File: config.mk
export PLATFORM = sky130hd
export DESIGN_NAME = filter_frame_ctrl
export DESIGN_NICKNAME = d
export VERILOG_FILES = /design/src/rtl/filter_frame_ctrl.sv
export SDC_FILE = /design/constraint.sdc
export NUM_CORES = 1
export LEC_CHECK = 0
export CORE_MARGIN = 4
export CORE_UTILIZATION = 51
export DETAILED_ROUTE_END_ITERATION = 10
export GPL_TIMING_DRIVEN = 0
export PLACE_DENSITY = 0.89
export SLEW_MARGIN = 15
export SYNTH_ARGS = -nofsm -noshare
export SYNTH_HDL_FRONTEND = slang
export SYNTH_SLANG_ARGS = --single-unit
File: constraint.sdc
create_clock -name CLK -period 2.8 [get_ports CLK]
set_input_delay 0.7 -clock CLK [delete_from_list [all_inputs] [get_ports CLK]]
set_output_delay 0.7 -clock CLK [all_outputs]
set_load 0.01 [all_outputs]
File: src/rtl/filter_frame_ctrl.sv
// rtl/filter_frame_ctrl.sv - frame-synchronous config shadowing, lit-pixel counter, optional auto-threshold
//
// Host writes land in shadow registers and reach Display/Threshold only in the
// single S_UPDATE cycle after a VSync rising edge, so neither ever changes
// mid-frame. Lit pixels (VDE & BinIn) are counted per frame with saturation.
//
// Optional feature macro: AUTO_THRESH_EN (Target/Control registers and the
// per-frame threshold servo). Without it, addr 2/3 writes are accepted and dropped.
//
// Ports:
//   CLK, RST_N            pixel clock, asynchronous active-low reset
//   VSync, VDE, BinIn     video timing and first-stage binary pixel
//   CfgValid/CfgReady     host write handshake; CfgAddr selects register,
//                         CfgData is LSB-aligned write data (CNT_W bits)
//   Display, Threshold    applied configuration
//   PixelCount            lit-pixel count of last completed frame
//   FrameCount            completed-frame counter (wraps)
//   FrameDone             one-cycle pulse when PixelCount/FrameCount update

module filter_frame_ctrl #(
  parameter int         CNT_W       = 24,
  parameter int         STEP        = 4,
  parameter int         TOL         = 1024,
  parameter logic [5:0] DISPLAY_RST = 6'h00,
  parameter logic [7:0] THRESH_RST  = 8'h80
) (
  input  logic             CLK,
  input  logic             RST_N,
  input  logic             VSync,
  input  logic             VDE,
  input  logic             BinIn,
  input  logic             CfgValid,
  output logic             CfgReady,
  input  logic [1:0]       CfgAddr,
  input  logic [CNT_W-1:0] CfgData,
  output logic [5:0]       Display,
  output logic [7:0]       Threshold,
  output logic [CNT_W-1:0] PixelCount,
  output logic [15:0]      FrameCount,
  output logic             FrameDone
);

  typedef enum logic [1:0] {S_SYNC, S_FRAME, S_UPDATE} state_t;

  state_t state_q, state_d;
  logic   vsync_q, vsync_d;
  logic   first_q, first_d;
  logic   cfg_ready_q, cfg_ready_d;
  logic   fd_q, fd_d;

  logic [CNT_W-1:0] cnt_q, cnt_d;
  logic [CNT_W-1:0] pix_q, pix_d;
  logic [15:0]      fc_q, fc_d;

  logic [5:0] disp_q, disp_d, disp_sh_q, disp_sh_d;
  logic       disp_pend_q, disp_pend_d;
  logic [7:0] thr_q, thr_d, thr_sh_q, thr_sh_d;
  logic       thr_pend_q, thr_pend_d;

  logic vsync_rise;
  logic wr_en;
  logic cfg_unused;

  localparam logic [CNT_W-1:0] CNT_ONE = {{(CNT_W-1){1'b0}}, 1'b1};

  assign vsync_rise = VSync & ~vsync_q;
  assign wr_en      = CfgValid & cfg_ready_q;
  // Register fields narrower than CfgData simply ignore the upper bits.
  assign cfg_unused = ^CfgData;

`ifdef AUTO_THRESH_EN
  // Wide enough for counter + TOL and Target + TOL without overflow.
  localparam int SW = (CNT_W + 1 > 32) ? CNT_W + 1 : 32;

  logic [CNT_W-1:0] target_q, target_d;
  logic             auto_q, auto_d;
  logic [SW-1:0]    cnt_ext, tgt_ext, tol_ext;
  logic [8:0]       thr_up;
  logic [7:0]       thr_dn;

  assign cnt_ext = SW'(cnt_q);
  assign tgt_ext = SW'(target_q);
  assign tol_ext = SW'(TOL);
  assign thr_up  = {1'b0, thr_q} + 9'(STEP);
  assign thr_dn  = (thr_q < 8'(STEP)) ? 8'h00 : thr_q - 8'(STEP);
`endif

  always_comb begin
    state_d     = state_q;
    vsync_d     = VSync;
    first_d     = first_q;
    fd_d        = 1'b0;
    cnt_d       = cnt_q;
    pix_d       = pix_q;
    fc_d        = fc_q;
    disp_d      = disp_q;
    disp_sh_d   = disp_sh_q;
    disp_pend_d = disp_pend_q;
    thr_d       = thr_q;
    thr_sh_d    = thr_sh_q;
    thr_pend_d  = thr_pend_q;
`ifdef AUTO_THRESH_EN
    target_d    = target_q;
    auto_d      = auto_q;
`endif

    if (wr_en) begin
      case (CfgAddr)
        2'd0: begin
          disp_sh_d   = CfgData[5:0];
          disp_pend_d = 1'b1;
        end
        2'd1: begin
          thr_sh_d   = CfgData[7:0];
          thr_pend_d = 1'b1;
        end
`ifdef AUTO_THRESH_EN
        2'd2:    target_d = CfgData;
        default: auto_d   = CfgData[0];
`else
        default: ;
`endif
      endcase
    end

    case (state_q)
      S_SYNC: begin
        if (vsync_rise) begin
          state_d = S_UPDATE;
          first_d = 1'b1;
        end
      end
      S_FRAME: begin
        if (VDE && BinIn && (cnt_q != '1)) cnt_d = cnt_q + CNT_ONE;
        if (vsync_rise) begin
          state_d = S_UPDATE;
          first_d = 1'b0;
        end
      end
      S_UPDATE: begin
        state_d = S_FRAME;
        cnt_d   = '0;
        if (!first_q) begin
          pix_d = cnt_q;
          fc_d  = fc_q + 16'd1;
          fd_d  = 1'b1;
        end
        if (disp_pend_q) begin
          disp_d      = disp_sh_q;
          disp_pend_d = 1'b0;
        end
        if (thr_pend_q) begin
          // A manual write always beats the servo for this frame.
          thr_d      = thr_sh_q;
          thr_pend_d = 1'b0;
        end
`ifdef AUTO_THRESH_EN
        else if (!first_q && auto_q) begin
          if (cnt_ext > tgt_ext + tol_ext)
            thr_d = thr_up[8] ? 8'hFF : thr_up[7:0];
          else if (cnt_ext + tol_ext < tgt_ext)
            thr_d = thr_dn;
        end
`endif
      end
      default: state_d = S_SYNC;
    endcase

    // Ready is registered so it reads low throughout S_UPDATE and in reset.
    cfg_ready_d = (state_d != S_UPDATE);
  end

  always_ff @(posedge CLK or negedge RST_N) begin
    if (!RST_N) begin
      state_q     <= S_SYNC;
      vsync_q     <= 1'b0;
      first_q     <= 1'b1;
      cfg_ready_q <= 1'b0;
      fd_q        <= 1'b0;
      cnt_q       <= '0;
      pix_q       <= '0;
      fc_q        <= 16'd0;
      disp_q      <= DISPLAY_RST;
      disp_sh_q   <= 6'd0;
      disp_pend_q <= 1'b0;
      thr_q       <= THRESH_RST;
      thr_sh_q    <= 8'd0;
      thr_pend_q  <= 1'b0;
`ifdef AUTO_THRESH_EN
      target_q    <= '0;
      auto_q      <= 1'b0;
`endif
    end else begin
      state_q     <= state_d;
      vsync_q     <= vsync_d;
      first_q     <= first_d;
      cfg_ready_q <= cfg_ready_d;
      fd_q        <= fd_d;
      cnt_q       <= cnt_d;
      pix_q       <= pix_d;
      fc_q        <= fc_d;
      disp_q      <= disp_d;
      disp_sh_q   <= disp_sh_d;
      disp_pend_q <= disp_pend_d;
      thr_q       <= thr_d;
      thr_sh_q    <= thr_sh_d;
      thr_pend_q  <= thr_pend_d;
`ifdef AUTO_THRESH_EN
      target_q    <= target_d;
      auto_q      <= auto_d;
`endif
    end
  end

  assign CfgReady   = cfg_ready_q;
  assign Display    = disp_q;
  assign Threshold  = thr_q;
  assign PixelCount = pix_q;
  assign FrameCount = fc_q;
  assign FrameDone  = fd_q;

endmodule

==> key figures <==
Place
  • GPL Wtd Cong: a little over 0.8
  • Detailed placement HPWL: slightly above 6 mm
  • Buffers on Ports: 71
  • Placed cell area: 0.00513 mm^2

Layout
  • Layout area overhead: 25.5%
  • Layout net count: ~460
  • ANT cells: 0
  • Layout cells sized above 1: around a fifth
  • Design area: roughly 0.0054 mm^2

Clocking
  • Clk root buf: clkbuf_8
  • Clock Sinks: 100
  • Cts hold-fix bufs: 0
  • Post-cts sizing count: 0
  • Maximum clock path buffer count: 2
  • Clock transition at path regs: 0.10 ns
  • Clk Latency, worst-skew pair: around 0.36 ns
  • CTS tree: built
  • Clock buffer count from CTS: 9
  • H-tree depth: 3
  • Post CTS Setup Buffer Count: 0

Timing
  • Worst slew margin: between 20 and 30%
  • Fmax achieved: approximately 0.39 GHz
  • Fin crit share: between 90% and 100%
  • Min cycle time layout: 2.58 ns
  • Fin. max-slew vios: 0
  • RSZ-0062 raised after global routing: false
  • Worst Clk Skew: 0.0107 ns
  • # setup viols final: 0
  • Tightest Pin Transition: ~1.1 ns
  • Final hold viol count: 0

Critical path
  • Worst EP required: between 3 and 4 ns
  • CP Cell Sequence: ha_1 > nand4_2 > or4_4 > buf_6 > o21ai_2 > buf_2 > mux2_2 > o41ai_1
  • CP delay by family, top: simple AND/OR/NAND/NOR gates
  • Critical path data arrival time: ~2.8 ns
  • Largest fanout on the critical path: 10
  • Worst Path Buf+Inv: 2
  • Type of the worst setup path: flip-flop to flip-flop
  • CP startpoint kind: flip-flop
  • Crit. End Element: flip-flop
  • Slowest stage cell, crit path: or4_4
  • Crit path largest cell delay: ~0.56 ns

Job
  • Max-Cap Viols: 0

Route
  • DRT iter0 DRCs: 148
  • Avg WL per Cell: 16.6 um
  • Via Count: approximately 3,000
  • DRT Pass-1 Iters: 4
  • Post-route ant nets: 0
  • DRC Markers: 0
  • Vias per cell: 5.63
  • Routed wire length: approximately 8.8 mm

Synthesis
  • Yosys reg bits: 100
  • Post-synth cell types: 35
  • Synth top area share: between 50% and 60%
  • Yosys Warn Count: 0
  • Post-synthesis cell count: between 300 and 400
  • Syn nets: around 380
  • Post-synth top area cell: dfrtp_1
  • Sequential area share after synthesis: between 50% and 60%
  • Synthesized area: ~0.0043 mm^2
  • Mean area per synthesized cell: approximately 13 um^2
  • Synth area leaders: dfrtp_1 58%, mux2_2 15%, and3_1 2.6%

Global route
  • GRT overflow: 0
  • Pin count of the biggest net entering global routing: 58
  • First-pass GRT wire length: around 15 mm
  • Initial antenna violation count: 0
  • GR Util All Layers: about a fifth
  • Vias in the first global route: between 3,000 and 4,000

Hold path
  • Hold Crit Class: primary input to async pin

Outcome
  • Status: completed

Pwr
  • P_leak: around 2.5 nW
  • Maximum VDD drop: around 0.00046 V
  • PnR Total Power: approximately 0.0036 W
  • Switching power summed over all nets: 0.000935 W
  • Sequential power share: 50.6%
  • Clock share of power: between 20 and 30%
  • Int Power: ~0.0026 W
  • Switch share: 26.1%
  • Pwr Density: 669 mW/mm^2
  • Gate power share: 21.2%

Die
  • Die Wd: just under 100 um
  • Die Y: around 100 um
  • Initial core utilization: roughly 52%
  • Core outline area: between 0.008 and 0.009 mm^2
  • Row count: 33
  • DIE AREA: just under 0.01 mm^2
  • IO Pins: 88
==> per-layer routing <==
layer	GRT usage [%]	wire, um	vias up
met1	25.0	3860	1505
met5	0	0	-
met2	31.9	4450	89
met3	4.00	420	12
met4	6.62	112	0
li1	-	-	1402
==> synth_stat cells, drive strengths merged <==
cell    number
and4         1
inv          5
nor4         2
or3          5
o41ai        2
clkbuf       3
o21a         1
buf          7
nand4       11
nand2b       5
nand3       20
a21o         2
and2         1
a21oi        5
a31o         1
mux2        57
o21ai        9
dfrtp       98
or4          1
ha           2
xnor2       11
nor2         8
a211o       10
xor2         4
nor3b        1
nor3        13
and3        18
nand2       28
nor2b        3
dfstp        2
mux2i        5
==> cells in the final DEF, fill, tap and decap left out, drive strengths merged, types with 10 or more instances in the layout <==
cell type,netlist,routed
dfrtp,98,98
clkdlybuf4s50,0,70
mux2,57,57
nand2,28,28
nand3,20,20
and3,18,18
nor3,13,13
clkbuf,3,12
xnor2,11,11
nand4,11,11
a211o,10,10
==> final cells by class <==
class / count / area, um^2
sequential: 100 / 2500
tap: 105 / 131
inverter: 5 / 18.8
multi-input combinational: 226 / 1680
timing repair buffer: 72 / 736
clock buffer: 9 / 124
fill: 630 / 2820
buffer: 10 / 57.6
clock inverter: 7 / 97.6
==> path summary, 6_finish.rpt <==
kind / start / end / slack [ns] / depth (start not counted)
worst max-delay path: cnt_q[0] / cnt_q[20] / 0.22 / 8
worst min-delay path: RST_N / cnt_q[17] / 0.33 / 1
worst max register to register: cnt_q[0] / cnt_q[20] / 0.22 / 8
worst min register to register: FrameCount[15] / FrameCount[15] / 0.48 / 1
max in group asynchronous: RST_N / first_q / 1.74 / 2
min in group CLK: FrameCount[15] / FrameCount[15] / 0.48 / 1
==> through the flow <==
step	hold WS (ns)	utilization [%]	cells	setup TNS, ns	setup slack [ns]
floorplan	0.404	-	341	0	0.575
global placement	0.463	62.4	517	-248.07	-2.51
detailed placement	0.479	62.7	518	0	0.168
CTS	0.344	65.5	534	0	0.235
global route	0.358	65.5	534	0	0.0792
finish	0.328	65.5	534	0	0.222
==> power by group through the flow <==
stage / registers, W / logic, W / clock network, W
after global routing: 0.00185 / 0.000821 / 0.00109
after detailed placement: 0.00184 / 0.000768 / 0
final: 0.00181 / 0.000760 / 0.00101
after floorplan: 0.00189 / 0.000260 / 0
after CTS: 0.00181 / 0.000773 / 0.00103
after global placement: 0.00183 / 0.000736 / 0
==> flip-flops by register name (all words and copies together), names as in the netlist <==
register,count
vsync_q,1
Display,6
Threshold,8
first_q,1
disp_sh_q,6
FrameCount,16
PixelCount,24
thr_sh_q,8
cnt_q,24
disp_pend_q,1
CfgReady,1
FrameDone,1
state_q,2
thr_pend_q,1
==> logic make-up (layout without fill, tap and decap cells) <==
| family | after synthesis | after routing | synth area share, % |
|---|---|---|---|
| buffers and inverters | 15 | 103 | 1.79 |
| adder cells (fa/ha/maj) | 2 | 2 | 0.587 |
| flip-flops | 100 | 100 | 58.8 |
| XOR/XNOR | 15 | 15 | 3.08 |
| multiplexers | 62 | 62 | 16.2 |
| AO/OA/AOI/OAI | 30 | 30 | 5.11 |
| AND/OR/NAND/NOR | 117 | 117 | 14.4 |
Note: power is estimated with default switching activity, not from simulation.
